==> src/rtl/alu_share_arb.sv <==
// alu_share_arb: shares one combinational ALU between two requesters.
// A request is arbitrated and accepted in IDLE, and its operands are captured.
// They are then held on the ALU for one cycle, or MUL_CYCLES cycles for
// multiply (ctrl 3'b101). The registered result is returned over a valid/ready
// response channel, tagged with the requester id.
// Optional feature: define ALU_ARB_RR_EN for round-robin tie-breaking;
// otherwise requester 0 has fixed priority.
module alu_share_arb #(
   parameter int unsigned MUL_CYCLES = 3
) (
   input  logic        clk_i,
   input  logic        rst_i,
   input  logic        req0_valid_i,
   output logic        req0_ready_o,
   input  logic [31:0] req0_data1_i,
   input  logic [31:0] req0_data2_i,
   input  logic [2:0]  req0_ctrl_i,
   input  logic        req1_valid_i,
   output logic        req1_ready_o,
   input  logic [31:0] req1_data1_i,
   input  logic [31:0] req1_data2_i,
   input  logic [2:0]  req1_ctrl_i,
   output logic [31:0] alu_data1_o,
   output logic [31:0] alu_data2_o,
   output logic [2:0]  alu_ctrl_o,
   input  logic [31:0] alu_result_i,
   output logic        rsp_valid_o,
   input  logic        rsp_ready_i,
   output logic        rsp_id_o,
   output logic [31:0] rsp_data_o
);

   localparam logic [2:0] CtrlMul = 3'b101;
   // Counter preload for multiply; holding operands MUL_CYCLES cycles means N-1 extra.
   localparam logic [3:0] MulLoad = 4'(MUL_CYCLES - 1);

   typedef enum logic [1:0] {StIdle, StExec, StResp} state_e;

   state_e      state_q;
   logic [31:0] op1_q, op2_q;
   logic [2:0]  ctrl_q;
   logic [3:0]  cnt_q;
   logic        last_grant_q;
   logic        rsp_id_q;
   logic        rsp_valid_q;
   logic [31:0] rsp_data_q;

   logic        grant_id;
   logic        accept;
   logic [31:0] sel_data1, sel_data2;
   logic [2:0]  sel_ctrl;
   logic [3:0]  cnt_load;

   // Arbitration, combinational ready and selection of the granted requester's operands.
   always_comb begin
`ifdef ALU_ARB_RR_EN
      grant_id = (req0_valid_i && req1_valid_i) ? ~last_grant_q : req1_valid_i;
`else
      grant_id = ~req0_valid_i;
`endif
      // Reset gating keeps ready low while rst_i is asserted even if a requester is valid.
      accept       = (state_q == StIdle) && !rst_i && (req0_valid_i || req1_valid_i);
      req0_ready_o = accept && !grant_id;
      req1_ready_o = accept && grant_id;
      sel_data1    = grant_id ? req1_data1_i : req0_data1_i;
      sel_data2    = grant_id ? req1_data2_i : req0_data2_i;
      sel_ctrl     = grant_id ? req1_ctrl_i  : req0_ctrl_i;
      cnt_load     = (sel_ctrl == CtrlMul) ? MulLoad : 4'd0;
   end

   // Control FSM with operand, counter and response registers.
   always_ff @(posedge clk_i or posedge rst_i) begin
      if (rst_i) begin
         state_q      <= StIdle;
         op1_q        <= '0;
         op2_q        <= '0;
         ctrl_q       <= '0;
         cnt_q        <= '0;
         last_grant_q <= 1'b1;
         rsp_id_q     <= 1'b0;
         rsp_valid_q  <= 1'b0;
         rsp_data_q   <= '0;
      end else begin
         unique case (state_q)
            StIdle: begin
               if (accept) begin
                  op1_q        <= sel_data1;
                  op2_q        <= sel_data2;
                  ctrl_q       <= sel_ctrl;
                  cnt_q        <= cnt_load;
                  last_grant_q <= grant_id;
                  rsp_id_q     <= grant_id;
                  state_q      <= StExec;
               end
            end
            StExec: begin
               if (cnt_q != 4'd0) begin
                  cnt_q <= cnt_q - 4'd1;
               end else begin
                  rsp_data_q  <= alu_result_i;
                  rsp_valid_q <= 1'b1;
                  state_q     <= StResp;
               end
            end
            StResp: begin
               if (rsp_ready_i) begin
                  rsp_valid_q <= 1'b0;
                  state_q     <= StIdle;
               end
            end
            default: state_q <= StIdle;
         endcase
      end
   end

   // The operand registers drive the ALU; they only change on acceptance, so they stay stable in EXEC.
   assign alu_data1_o = op1_q;
   assign alu_data2_o = op2_q;
   assign alu_ctrl_o  = ctrl_q;
   assign rsp_valid_o = rsp_valid_q;
   assign rsp_id_o    = rsp_id_q;
   assign rsp_data_o  = rsp_data_q;

endmodule

==> config.mk <==
export PLATFORM = sky130hd
export DESIGN_NAME = alu_share_arb
export DESIGN_NICKNAME = d
export VERILOG_FILES = /design/src/rtl/alu_share_arb.sv
export SDC_FILE = /design/constraint.sdc
export NUM_CORES = 1
export LEC_CHECK = 0
export BUFFER_PORTS_ARGS = -buffer_cell sky130_fd_sc_hd__buf_2
export CORE_UTILIZATION = 44
export CTS_CLUSTER_SIZE = 30
export DETAILED_ROUTE_END_ITERATION = 10
export MAX_ROUTING_LAYER = met4
export PLACE_DENSITY = 0.76
export SYNTH_ARGS = -nofsm -noshare
export SYNTH_HDL_FRONTEND = slang
export SYNTH_SLANG_ARGS = --single-unit
==> constraint.sdc <==
create_clock -name clk_i -period 4.1 [get_ports clk_i]
set_input_delay 0.205 -clock clk_i [delete_from_list [all_inputs] [get_ports clk_i]]
set_output_delay 0.205 -clock clk_i [all_outputs]
set_load 0.01 [all_outputs]
# Yosys cells after proc, flatten, opt, wreduce, memory -nomap -nowiden
# Index checks and enable logic that the tools add are counted.
[word_totals] elab_cells=47 inputBits=171 register_bits=107 out_inout_bits=103
[op_classes] add_sub_neg=1 bitwise_logic=2 n_eq_ne=7 n_mux=14 n_reduce_logical=15
[op_table] op="$mux 32" count=2
[op_table] op="$reduce_and 3->1" count=3
[op_table] op="$mux 2" count=4
[op_table] op="$mux 4" count=2
[op_table] op="$ne 2x2->1 const B" count=4
[op_table] op="$pmux 4 s2" count=1
[op_table] op="$pmux 2 s3" count=1
[op_table] op="$logic_and 1x1->1" count=4
[op_table] op="$reduce_and 2->1" count=2
[op_table] op="$reduce_bool 2->1" count=2
[op_table] op="$reduce_bool 4->1" count=1
[op_table] op="$sub 4x1->4 const B" count=1
[op_table] op="$eq 3x3->1 const B" count=1
[op_table] op="$mux 3" count=1
[op_table] op="$eq 2x1->1 const B" count=1
[op_table] op="$eq 2x2->1 const B" count=1
[op_table] op="$logic_not 2->1" count=1
[op_table] op="$mux 1" count=2
[op_table] op="$not 1->1" count=2
[op_table] op="$pmux 1 s2" count=1
[op_table] op="$logic_not 1->1" count=1
[op_table] op="$logic_or 1x1->1" count=1

# Depth between registers and ports, before layout
# Gate-level depths: netlist (run 1).
[logic_depth] depth_word=5 depth_mapped=7 ltp_nobuf=5

# Worst setup path before layout (run 1)
# No wires, ideal clock.
[synth_timing] path_type="reg-to-reg" startpoint="register cnt_q[1]" endpoint="register rsp_data_q[2] (netlist: rsp_data_o[2])" synth_period_minus_slack_ns=1.742 t_required_ns=3.973 setup_time_ns=0.127 slack_ns=2.358 stages_incl_launch_ff=8 n_path_buf=2 t_arrival_ns=1.614 cell_sequence="dfrtp_1 -> inv_1 -> ha_1 -> nor3b_1 -> nand2b_1 -> buf_2 -> buf_6 -> mux2_1"
[synth_between] elab_chain_len=3
[synth_rtl] item="start: declaration" line_no="42" source="logic [3:0] cnt_q;"
[synth_rtl] item="start signal: assignment" line_no="90" source="cnt_q <= cnt_load;"
[synth_rtl] item="start signal: assignment" line_no="98" source="cnt_q <= cnt_q - 4'd1;"
[synth_rtl] item="$reduce_bool 4->1" line_no="97" source="if (cnt_q != 4'd0) begin"
[synth_rtl] item="$not 1->1 (no line)"
[synth_rtl] item="$reduce_and 2->1 (no line)"
[synth_rtl] item="end signal: assignment" line_no="100" source="rsp_data_q <= alu_result_i;"
[synth_rtl] item="end: declaration" line_no="46" source="logic [31:0] rsp_data_q;"
# No other way between the ends.
# A chain may end at the register's enable or synchronous reset.

# Worst setup path after layout (run 1)
[layout_timing] startpoint="input rst_i" endpoint="output req1_ready_o"
[layout_between] elab_chain_len=4
[layout_rtl] item="start: declaration" line_no="12" source="input logic rst_i,"
[layout_rtl] item="$logic_not 1->1 (no line)"
[layout_rtl] item="$logic_and 1x1->1 (2 in a row)" line_no="62" source="accept = (state_q == StIdle) && !rst_i && (req0_valid_i || req1_valid_i);"
[layout_rtl] item="$logic_and 1x1->1" line_no="64" source="req1_ready_o = accept && grant_id;"
[layout_rtl] item="end: declaration" line_no="19" source="output logic req1_ready_o,"
# No other way between the ends.

==> results of run 1 <==
metrics by stage:
stage	cells	total power, mW	setup slack (ns)	instance area (sq um)	hold WS [ns]
global route	810	4.597	1.267	6425	0.04634
detailed placement	792	3.680	1.526	6213	0.3929
global placement	792	3.594	1.623	6213	0.3870
floorplan	412	2.939	1.078	4842	0.3124
CTS	809	4.336	1.393	6422	0.04302
finish	810	4.288	1.407	6425	0.06234
cells in the mapped netlist (all sizes together):
library cell,n,share of area (%)
nand2b,2,0.26
ha,2,0.52
mux2i,68,14
nor3b,3,0.47
nor2,5,0.39
mux2,33,7.7
or2,1,0.13
o21ai,139,14
buf,14,3.0
o22ai,1,0.13
or2b,1,0.16
clkbuf,21,1.6
a41oi,1,0.18
dfrtp,107,55
nand2,1,0.077
and2,1,0.13
nor4bb,1,0.21
inv,5,0.39
o221ai,1,0.31
o41ai,1,0.18
a21oi,1,0.10
or3,2,0.26
nand3,1,0.10
cells in the final DEF, fill, tap and decap left out, types with 2 or more instances in the layout:
master and instances:
o21ai_0 71, nor2_1 4, mux2_2 32, o21ai_1 68, nor3b_1 3, ha_1 2
buf_4 7, mux2i_1 68, inv_1 4, clkinv_2 2, clkinvlp_4 2, nand2b_1 2
dfrtp_1 107, buf_2 272, clkbuf_8 9
worst min-delay path by stage:
stage | cells after the start | startpoint | endpoint | slack (ns)
3_5_place_dp | 2 | rst_i | rsp_data_o[16] | 0.39
3_3_place_gp | 2 | rst_i | rsp_data_o[4] | 0.39
4_1_cts | 2 | rsp_ready_i | state_q[1] | 0.04
6_report | 2 | rsp_ready_i | state_q[1] | 0.06
2_1_floorplan | 1 | rsp_ready_i | state_q[1] | 0.31
5_1_grt | 2 | alu_result_i[14] | rsp_data_o[14] | 0.05
cell families after synthesis:
logic type	Yosys count	share of synthesized area (%)
AND/OR/NAND/NOR	18	2.171
flip-flops	107	55.30
buffers and inverters	40	5.013
adder cells (fa/ha/maj)	2	0.5167
multiplexers	101	21.73
AO/OA/AOI/OAI	144	15.27
state kept, by name, indices dropped and copies added (netlist names):
register     count
cnt_q            4
alu_ctrl_o       3
rsp_id_o         1
state_q          2
alu_data2_o     32
rsp_valid_o      1
rsp_data_o      32
alu_data1_o     32
cell type report:
cell class,count,area [sq um]
fillers,912,4084
flip-flops and latches,107,2678
multi-input cells,265,1931
repair buffers,280,1424
well taps,136,170.2
clock buffers,9,123.9
clock inverters,7,75.07
inverters,5,21.27
diodes,1,2.502
worst max-delay path, delay by kind of cell:
kind / cells / cell delay [ns]
simple gates: 3 / 1.11
buf+inv: 4 / 1.14
per-layer routing:
metal  vias up  global-route usage [%]  part of all wire [%]
met5         -                       -                     0
met3        20                   3.708                   6.2
met1      1948                   26.54                    41
met4         0                   7.632                   1.7
li1       1986                       -                     -
met2       199                   39.22                    51
power groups by stage:
stage / Sequential [mW] / Clock (mW) / Combinational (mW)
6_report: 1.83 / 0.652 / 1.80
5_1_grt: 1.90 / 0.708 / 1.99
3_3_place_gp: 1.83 / 0 / 1.76
2_1_floorplan: 2.05 / 0 / 0.886
4_1_cts: 1.84 / 0.669 / 1.83
3_5_place_dp: 1.85 / 0 / 1.83
==> results by group, run 1 <==
Run status
  – Status: finished, final reports clean

Power
  – Comb pwr share: 42.0%
  – Int Pwr: 2.680 mW
  – Seq pwr share: 42.8%
  – Worst-case vdd ir drop: 0.0003299 V
  – Static Leak: 3.326 nW
  – Sw power: 1.608 mW
  – PwrDens: 667.5 nW/um^2
  – Sw Share: 37.50%
  – Clock power share: 15.2%

Clock network
  – CTS Sinks: 107
  – CTS Buf Count: 9
  – Post-cts resize count: 0
  – Clock transition at path regs: 0.09 ns
  – CTS root buffer: clkbuf_8
  – Hold_buf cts: 1
  – Setup Fix Bufs, Post-CTS: 0
  – H-tree Lvls: 3
  – Longest Clk Path Bufs: 2
  – CTS tree: done
  – Clk_lat worst skew: 0.36 ns

Critical path
  – R2R cell count: 5
  – Capturing point of the worst reg2reg path: alu_data1_o[18]
  – Critical Path AT: 2.49 ns
  – Critical path capture point type: output pin
  – Startpoint Class: primary input
  – Worst reg2reg path startpoint: state_q[0]
  – Crit path top cell by count: buf_2
  – CP Capture Point: req1_ready_o
  – Slowest-stage cell, CP: or2_2
  – Cells along the critical path: dlygate4sd3_1, buf_2, or3_2, buf_4, or2_2, nor2_1, buf_2
  – CP max stage delay: 0.56 ns
  – Crit Path Category: primary input to output pin
  – Critical path startpoint: rst_i
  – R2r setup slk: 1.65 ns
  – Required time worst endpoint: 3.89 ns
  – Worst-path fanout max: 72

STA
  – Worst-Margin Slew: 0.7573 ns
  – Period utilization: 65.67%
  – Max Fclk: 371.4 MHz
  – Hold Fails Final Rpt: 0
  – RSZ-0062 raised after global routing: false
  – Rel. slew slack: 49.39%
  – Sum Neg Setup Slack: 0 ns
  – Final clock skew: 0.01231 ns
  – Setup Viol. Count Final: 0
  – Fin crit period: 2.693 ns
  – Slew Limit Fails: 0

Die
  – Initial Utilization: 46.08%
  – Site row count: 37
  – Core Footprint: 10,510 sq um
  – Die W: 106.9 microns
  – I/O pin total: 274
  – Die footprint: 11,430 sq um
  – Die height: 106.9 microns

Synth
  – Syn Area/Cell: 11.75 sq um
  – Sequential fraction of the synthesis area: 55.30%
  – Yosys reg bits: 107
  – Netlist cell types: 26
  – Gate Count Post-Synth: 412
  – Ys Warns: 0
  – Syn nets: 585
  – Mapped Area: 4842 sq um

Final layout
  – Layout cells sized above 1: 49.33%
  – Area delta synth->final: 32.69%
  – Nets: 841
  – Fin util: 61.14%

Routing
  – Initial DRT Pass Iterations: 4
  – Vias per std cell: 5.127
  – Initial DRC Count: 201
  – Final WL: 12,480 microns
  – Vias after detailed routing: 4,153
  – Routed len/inst: 15.41 microns
  – Number of remaining DRC errors: 0
  – Post-DRT Antenna Nets: 0

GRT
  – Initial antenna violation count: 1
  – First-pass GRT wire length: 19,520 microns
  – Global route overflow: 0
  – Largest net degree at the start of global routing: 73
  – Gr usage total: 22.54%
  – Vias in the first global route: 4,033

Worst hold path
  – Hold crit path type: primary input to flop

Place
  – RD Place Congestion: 0.7507
  – Detail Placement HPWL: 9227 microns
  – PortBufs: 273

Run
  – Max-cap viol count: 0
(Power assumes the default switching activity.)
==> run 2, diff against run 1 <==
- clock period: 4.1 -> 2.6 ns (I/O delays scaled with it)
==> run 2 against run 1 <==
  * Largest power group is now combinational cells
  * Clock skew increased by 0.0045 ns
  * Highest routed layer unchanged
  * Combinational power increased by 63%
  * Critical path type is now flop to output pin
  * Clock power increased by 60%
  * Critical path depth decreased by 3
  * Utilization increased by 3.4 points
==> results by group, run 2 (synthesized netlist as in run 1, its figures left out) <==
STA
  – Period utilization: 87.32%
  – Fin crit period: 2.270 ns
  – Worst-Margin Slew: 0.7099 ns (-0.04744 ns)
  – Sum Neg Setup Slack: 0 ns (unchanged)
  – Slew Limit Fails: 0 (unchanged)
  – Hold Fails Final Rpt: 0 (unchanged)
  – Rel. slew slack: 52.67% (+3.3 points)
  – RSZ-0062 raised after global routing: false
  – Final clock skew: 0.01685 ns (+0.004540 ns)
  – Setup Viol. Count Final: 0 (unchanged)
  – Max Fclk: 440.5 MHz

Final layout
  – Final cell count without fillers: 840 (+3.7%)
  – Most frequent cells in the layout: buf_2 (272), dfrtp_1 (107), o21ai_0 (71)
  – Commonest non-fill, non-tap cell in the layout: buf_2
  – Filler cell count: 837 (-8.2%)
  – Area delta synth->final: 40.03%
  – Area occupied by multi-input gates: 1931 sq um (unchanged)
  – Diode count: 0 (-1)
  – Nets: 873 (+3.8%)
  – Layout cells sized above 1: 47.02% (-2.3 points)
  – Fin util: 64.52% (+3.4 points)
  – Register Area: 2678 sq um (unchanged)

Power
  – Worst-case vdd ir drop: 0.0005219 V (+58%)
  – Static Leak: 3.466 nW (+4.2%)
  – PwrDens: 1010 nW/um^2 (+51%)

Routing
  – Final WL: 13,090 microns (+4.8%)
  – Vias per std cell: 5.101 (-0.51%)
  – Initial DRC Count: 180 (-10%)
  – Post-DRT Antenna Nets: 0 (unchanged)
  – Initial DRT Pass Iterations: 4 (unchanged)
  – Number of remaining DRC errors: 0 (unchanged)
  – Routed len/inst: 15.58 microns (+1.1%)
  – Vias after detailed routing: 4,285 (+3.2%)

GRT
  – Vias in the first global route: 4,183 (+3.7%)
  – Gr usage total: 23.30% (+0.76 points)
  – Global route overflow: 0 (unchanged)
  – Largest net degree at the start of global routing: 108 (+48%)
  – Initial antenna violation count: 0 (-1)
  – First-pass GRT wire length: 20,180 microns (+3.4%)

Die
  – Die W: 106.9 microns (unchanged)
  – Core Footprint: 10,510 sq um (unchanged)
  – Site row count: 37 (unchanged)
  – Initial Utilization: 46.08% (unchanged)
  – I/O pin total: 274 (unchanged)
  – Die height: 106.9 microns (unchanged)
  – Die footprint: 11,430 sq um (unchanged)

Critical path
  – Critical path capture point type: output pin
  – Crit path max-delay family: simple AND/OR/NAND/NOR gates
  – Critical Path AT: 2.14 ns (-0.35 ns)
  – Slowest-stage cell, CP: or2_2
  – Cells along the critical path: or3_2, or2_2, nor2_1, buf_2
  – CP max stage delay: 0.57 ns (about the same)
  – Startpoint Class: flop
  – Crit Path Category: flop to output pin
  – Buf+Inv Stages, Crit Path: 1 (-3)
  – Worst-path fanout max: 35 (-51%)
  – Required time worst endpoint: 2.47 ns (-1.42 ns)

Clock network
  – CTS tree: done
  – CTS Buf Count: 9 (unchanged)
  – Clock transition at path regs: 0.11 ns (+0.02 ns)
  – Post-cts resize count: 0 (unchanged)
  – CTS Sinks: 107 (unchanged)
  – Clk_lat worst skew: 0.37 ns (about the same)
  – H-tree Lvls: 3 (unchanged)
  – Longest Clk Path Bufs: 2 (unchanged)
  – CTS root buffer: clkbuf_8

Run status
  – Status: finished, final reports clean

Place
  – Post-Place Cells: 792 (unchanged)
  – Detail Placement HPWL: 8880 microns (-3.8%)
  – PortBufs: 273 (unchanged)
  – RD Place Congestion: 0.7835 (+4.4%)

Run
  – Max-cap viol count: 0 (unchanged)

Worst hold path
  – Hold crit path type: primary input to flop
run 2: changes by cell type in the layout (fill, tap and decap cells not counted):
cell / before / now
clkinv_4: 0 / 1
buf_4: 7 / 4
dlygate4sd3_1: 1 / 33
inv_4: 1 / 0
buf_12: 0 / 3
diode_2: 1 / 0
clkinv_2: 2 / 0
clkinvlp_4: 2 / 3
run 2: metal layers:
| layer | global-route usage (%) | up-vias | part of all wire (%) |
|---|---|---|---|
| li1 | - | 2052 | - |
| met1 | 27.27 | 2028 | 40 |
| met2 | 40.18 | 186 | 53 |
| met3 | 4.195 | 19 | 6.0 |
| met4 | 8.513 | 0 | 1.5 |
| met5 | - | - | 0 |
run 2: final timing paths:
check	from	end	slack (ns)	depth (start not counted)
max in group asynchronous	rst_i	alu_data2_o[22]	1.68	4
setup reg to reg	state_q[0]	cnt_q[0]	0.58	4
setup / recovery	state_q[0]	req1_ready_o	0.33	4
hold / removal	req1_data1_i[25]	alu_data1_o[25]	0.02	3
min in group asynchronous	rst_i	state_q[0]	0.49	4
hold reg to reg	rsp_data_o[23]	rsp_data_o[23]	0.51	1
run 2: report_power, final:
group          internal [mW]  total [mW]  switching, mW
clock network          0.452        1.04          0.584
registers               2.47        2.87          0.402
logic                   1.36        2.94           1.59
run 2: repair_timing:
item | CTS | global route
setup buffers | 0 | 0
endpoints found under the hold margin | 136 | 3
hold buffers | 30 | 3
run 2: worst register-to-register path, stage by stage (launching register included):
cell,delay [ns]
dfrtp_1,0.40
or3_2,0.48
buf_4,0.31
o22ai_1,0.34
mux2_2,0.37
run 2: metrics by stage:
step	total power [mW]	worst slack [ns]	hold WS, ns	cell area (sq um)
5_1_grt	7.333	0.2103	0.01082	6780
3_5_place_dp	5.813	0.5793	0.3540	6252
4_1_cts	6.883	0.2847	0.0004868	6750
3_3_place_gp	5.673	0.6301	0.3492	6252
6_report	6.849	0.3296	0.02285	6780
2_1_floorplan	4.635	0.8583	0.2374	4846
run 2: cell type report:
| cell class | instances | area share (%) |
|---|---|---|
| Clock buffer | 9 | 1.827 |
| Clock inverter | 6 | 1.089 |
| Inverter | 5 | 0.3322 |
| Multi-Input combinational cell | 265 | 28.47 |
| Sequential cell | 107 | 39.49 |
| Tap cell | 136 | 2.510 |
| Timing Repair Buffer | 312 | 26.28 |
==> run 3, diff against run 2 <==
==> constraint.sdc (replaced) <==
create_clock -name clk_i -period 2.6 [get_ports clk_i]
set_input_delay 0.13 -clock clk_i [delete_from_list [all_inputs] [get_ports clk_i]]
set_output_delay 0.13 -clock clk_i [all_outputs]
set_load 0.02 [all_outputs]
==> run 3 against run 2 <==
  * Clock power barely moved
  * Largest power group unchanged
  * Clock skew fell by 0.0035 ns
  * Highest routed layer unchanged
  * Worst setup slack got worse by 0.035 ns
  * Utilization fell by 0.083 points
  * Critical path depth did not move
  * Combinational power rose by 20%
  * Die area did not move
  * Cell count fell by 0.12%
  * Sequential share of layout area rose by 0.051 points
==> results by group, run 3 (synthesized netlist as in run 1, its figures left out) <==
Clock network
  – Longest Clk Path Bufs: 2 (unchanged)
  – Clock transition at path regs: 0.10 ns (about the same)
  – CTS Buf Count: 9 (unchanged)
  – Clk_lat worst skew: 0.36 ns (about the same)
  – CTS Sinks: 107 (unchanged)
  – CTS tree: done
  – H-tree Lvls: 3 (unchanged)
  – CTS root buffer: clkbuf_8

Final layout
  – Design area: 6771 sq um (-0.13%)
  – Commonest non-fill, non-tap cell in the layout: buf_2
  – Nets: 871 (-0.23%)
  – Diode count: 0 (unchanged)
  – Filler cell count: 821 (-1.9%)
  – Register Area: 2678 sq um (unchanged)
  – Area delta synth->final: 39.84%
  – Final cell count without fillers: 839 (-0.12%)
  – Layout cells sized above 1: 47.23% (+0.21 points)
  – Most frequent cells in the layout: buf_2 (272), dfrtp_1 (107), o21ai_0 (71)
  – Area occupied by multi-input gates: 1931 sq um (unchanged)

GRT
  – Largest net degree at the start of global routing: 108 (unchanged)
  – Vias in the first global route: 4,213 (+0.72%)
  – Global route overflow: 0 (unchanged)
  – Initial antenna violation count: 0 (unchanged)
  – First-pass GRT wire length: 20,070 microns (-0.51%)
  – Met2 Use GR: 40.05% (-0.14 points)
  – Met1 Track Usage GR: 27.14% (-0.13 points)
  – Gr usage total: 22.95% (-0.35 points)
  – GRT busiest layer: met2
  – Met3 usage: 3.891% (-0.30 points)

STA
  – Period utilization: 88.66% (+1.3 points)
  – Rel. slew slack: 53.02% (+0.35 points)
  – Slew Limit Fails: 0 (unchanged)
  – Worst setup margin: 0.2949 ns (-0.03469 ns)
  – Hold Fails Final Rpt: 0 (unchanged)
  – Setup Viol. Count Final: 0 (unchanged)
  – Sum Neg Setup Slack: 0 ns (unchanged)
  – Worst-Margin Slew: 0.7047 ns (-0.005211 ns)
  – Max Fclk: 433.8 MHz (-1.5%)
  – Fin crit period: 2.305 ns (+0.03469 ns)
  – Final clock skew: 0.01336 ns (-0.003491 ns)
  – RSZ-0062 raised after global routing: false

Routing
  – Final WL: 12,820 microns (-2.0%)
  – Initial DRT Pass Iterations: 4 (unchanged)
  – Post-DRT Antenna Nets: 0 (unchanged)
  – Number of remaining DRC errors: 0 (unchanged)
  – Vias per std cell: 5.155 (+1.1%)
  – Vias after detailed routing: 4,325 (+0.93%)
  – Routed len/inst: 15.28 microns (-1.9%)
  – Initial DRC Count: 192 (+6.7%)

Die
  – Die height: 106.9 microns (unchanged)
  – Die footprint: 11,430 sq um (unchanged)
  – Initial Utilization: 46.08% (unchanged)
  – Die W: 106.9 microns (unchanged)
  – Site row count: 37 (unchanged)
  – I/O pin total: 274 (unchanged)
  – Core Footprint: 10,510 sq um (unchanged)

Power
  – Worst-case vdd ir drop: 0.0005697 V (+9.2%)
  – PwrDens: 1100 nW/um^2 (+8.9%)
  – Static Leak: 3.469 nW (about the same)

Critical path
  – R2r setup slk: 0.52 ns (-0.06 ns)
  – Cells along the critical path: or3_2, or2_2, nor2_1, buf_2
  – Critical Path AT: 2.18 ns (+0.04 ns)
  – R2R cell count: 4 (unchanged)
  – Startpoint Class: flop
  – CP Capture Point: req1_ready_o
  – Critical path startpoint: state_q[0]
  – Capturing point of the worst reg2reg path: cnt_q[0]
  – Crit Path Category: flop to output pin
  – Slowest-stage cell, CP: or2_2
  – Worst reg2reg path startpoint: state_q[0]
  – CP max stage delay: 0.57 ns (about the same)
  – Critical path capture point type: output pin
  – Required time worst endpoint: 2.47 ns (about the same)
  – Worst-path fanout max: 35 (unchanged)

Place
  – Dpl ws: 0.5535 ns (-0.02580 ns)
  – Detail Placement HPWL: 8777 microns (-1.2%)
  – Post-Place Cells: 792 (unchanged)
  – Placed inst area: 6252 sq um (unchanged)
  – PortBufs: 273 (unchanged)
  – RD Place Congestion: 0.7856 (+0.27%)

Run
  – Max-cap viol count: 0 (unchanged)

Worst hold path
  – Hold crit path type: primary input to flop

Run status
  – Status: finished, final reports clean
## run 3: changes by cell type in the layout (fill, tap and decap cells not counted), sizes merged
| cell | before | now |
|---|---|---|
| clkinv | 1 | 2 |
| dlygate4sd3 | 33 | 31 |
| clkbuf | 9 | 10 |
| clkinvlp | 3 | 2 |
## run 3: repair_timing
item	4_1_cts	5_1_grt
hold buffers	31	0
hold endpoints to repair	137	0
gates resized for setup	0	0
buffers inserted	0	0
setup endpoints to repair	0	0
## run 3: stage by stage
stage	hold slack [ns]	utilization [%]	total power [mW]
global route	0.01167	64.44	7.946
CTS	0.003184	64.44	7.491
global placement	0.3490	59.50	6.272
floorplan	0.2374	-	5.218
detailed placement	0.3544	59.50	6.400
finish	0.02414	64.44	7.450
## run 3: area by class of cell
type,instances,area share (%)
tap,136,2.513
inverter,5,0.3326
sequential,107,39.54
clock inverter,6,1.053
multi-input combinational,265,28.51
clock buffer,10,2.033
timing repair buffer,310,26.02
## run 3: critical path, delay by kind of cell, from the launching register on
kind          cells  cell delay, ns
simple gates      3            1.22
buf+inv           1            0.19
flops             1            0.41
## run 3: power breakdown
part           internal [mW]  switching, mW
logic                   1.36           2.17
clock network          0.483          0.571
registers               2.47          0.394
## run 3: worst min path at each step
| stage | from | endpoint | slack, ns | cells past startpoint |
|---|---|---|---|---|
| after detailed placement | rst_i | rsp_data_o[13] | 0.35 | 3 |
| after global routing | alu_result_i[19] | rsp_data_o[19] | 0.01 | 2 |
| after floorplan | rsp_ready_i | state_q[1] | 0.24 | 1 |
| after CTS | alu_result_i[19] | rsp_data_o[19] | 0.003 | 2 |
| after global placement | rst_i | rsp_valid_o | 0.35 | 3 |
| final | alu_result_i[19] | rsp_data_o[19] | 0.02 | 2 |
## run 3: metal layers
layer	share of wire (%)	wire length, microns	vias up
li1	-	-	2050
met1	41	5233	2063
met2	52	6629	197
met3	6.1	787	15
met4	1.3	173	0
met5	0	0	-
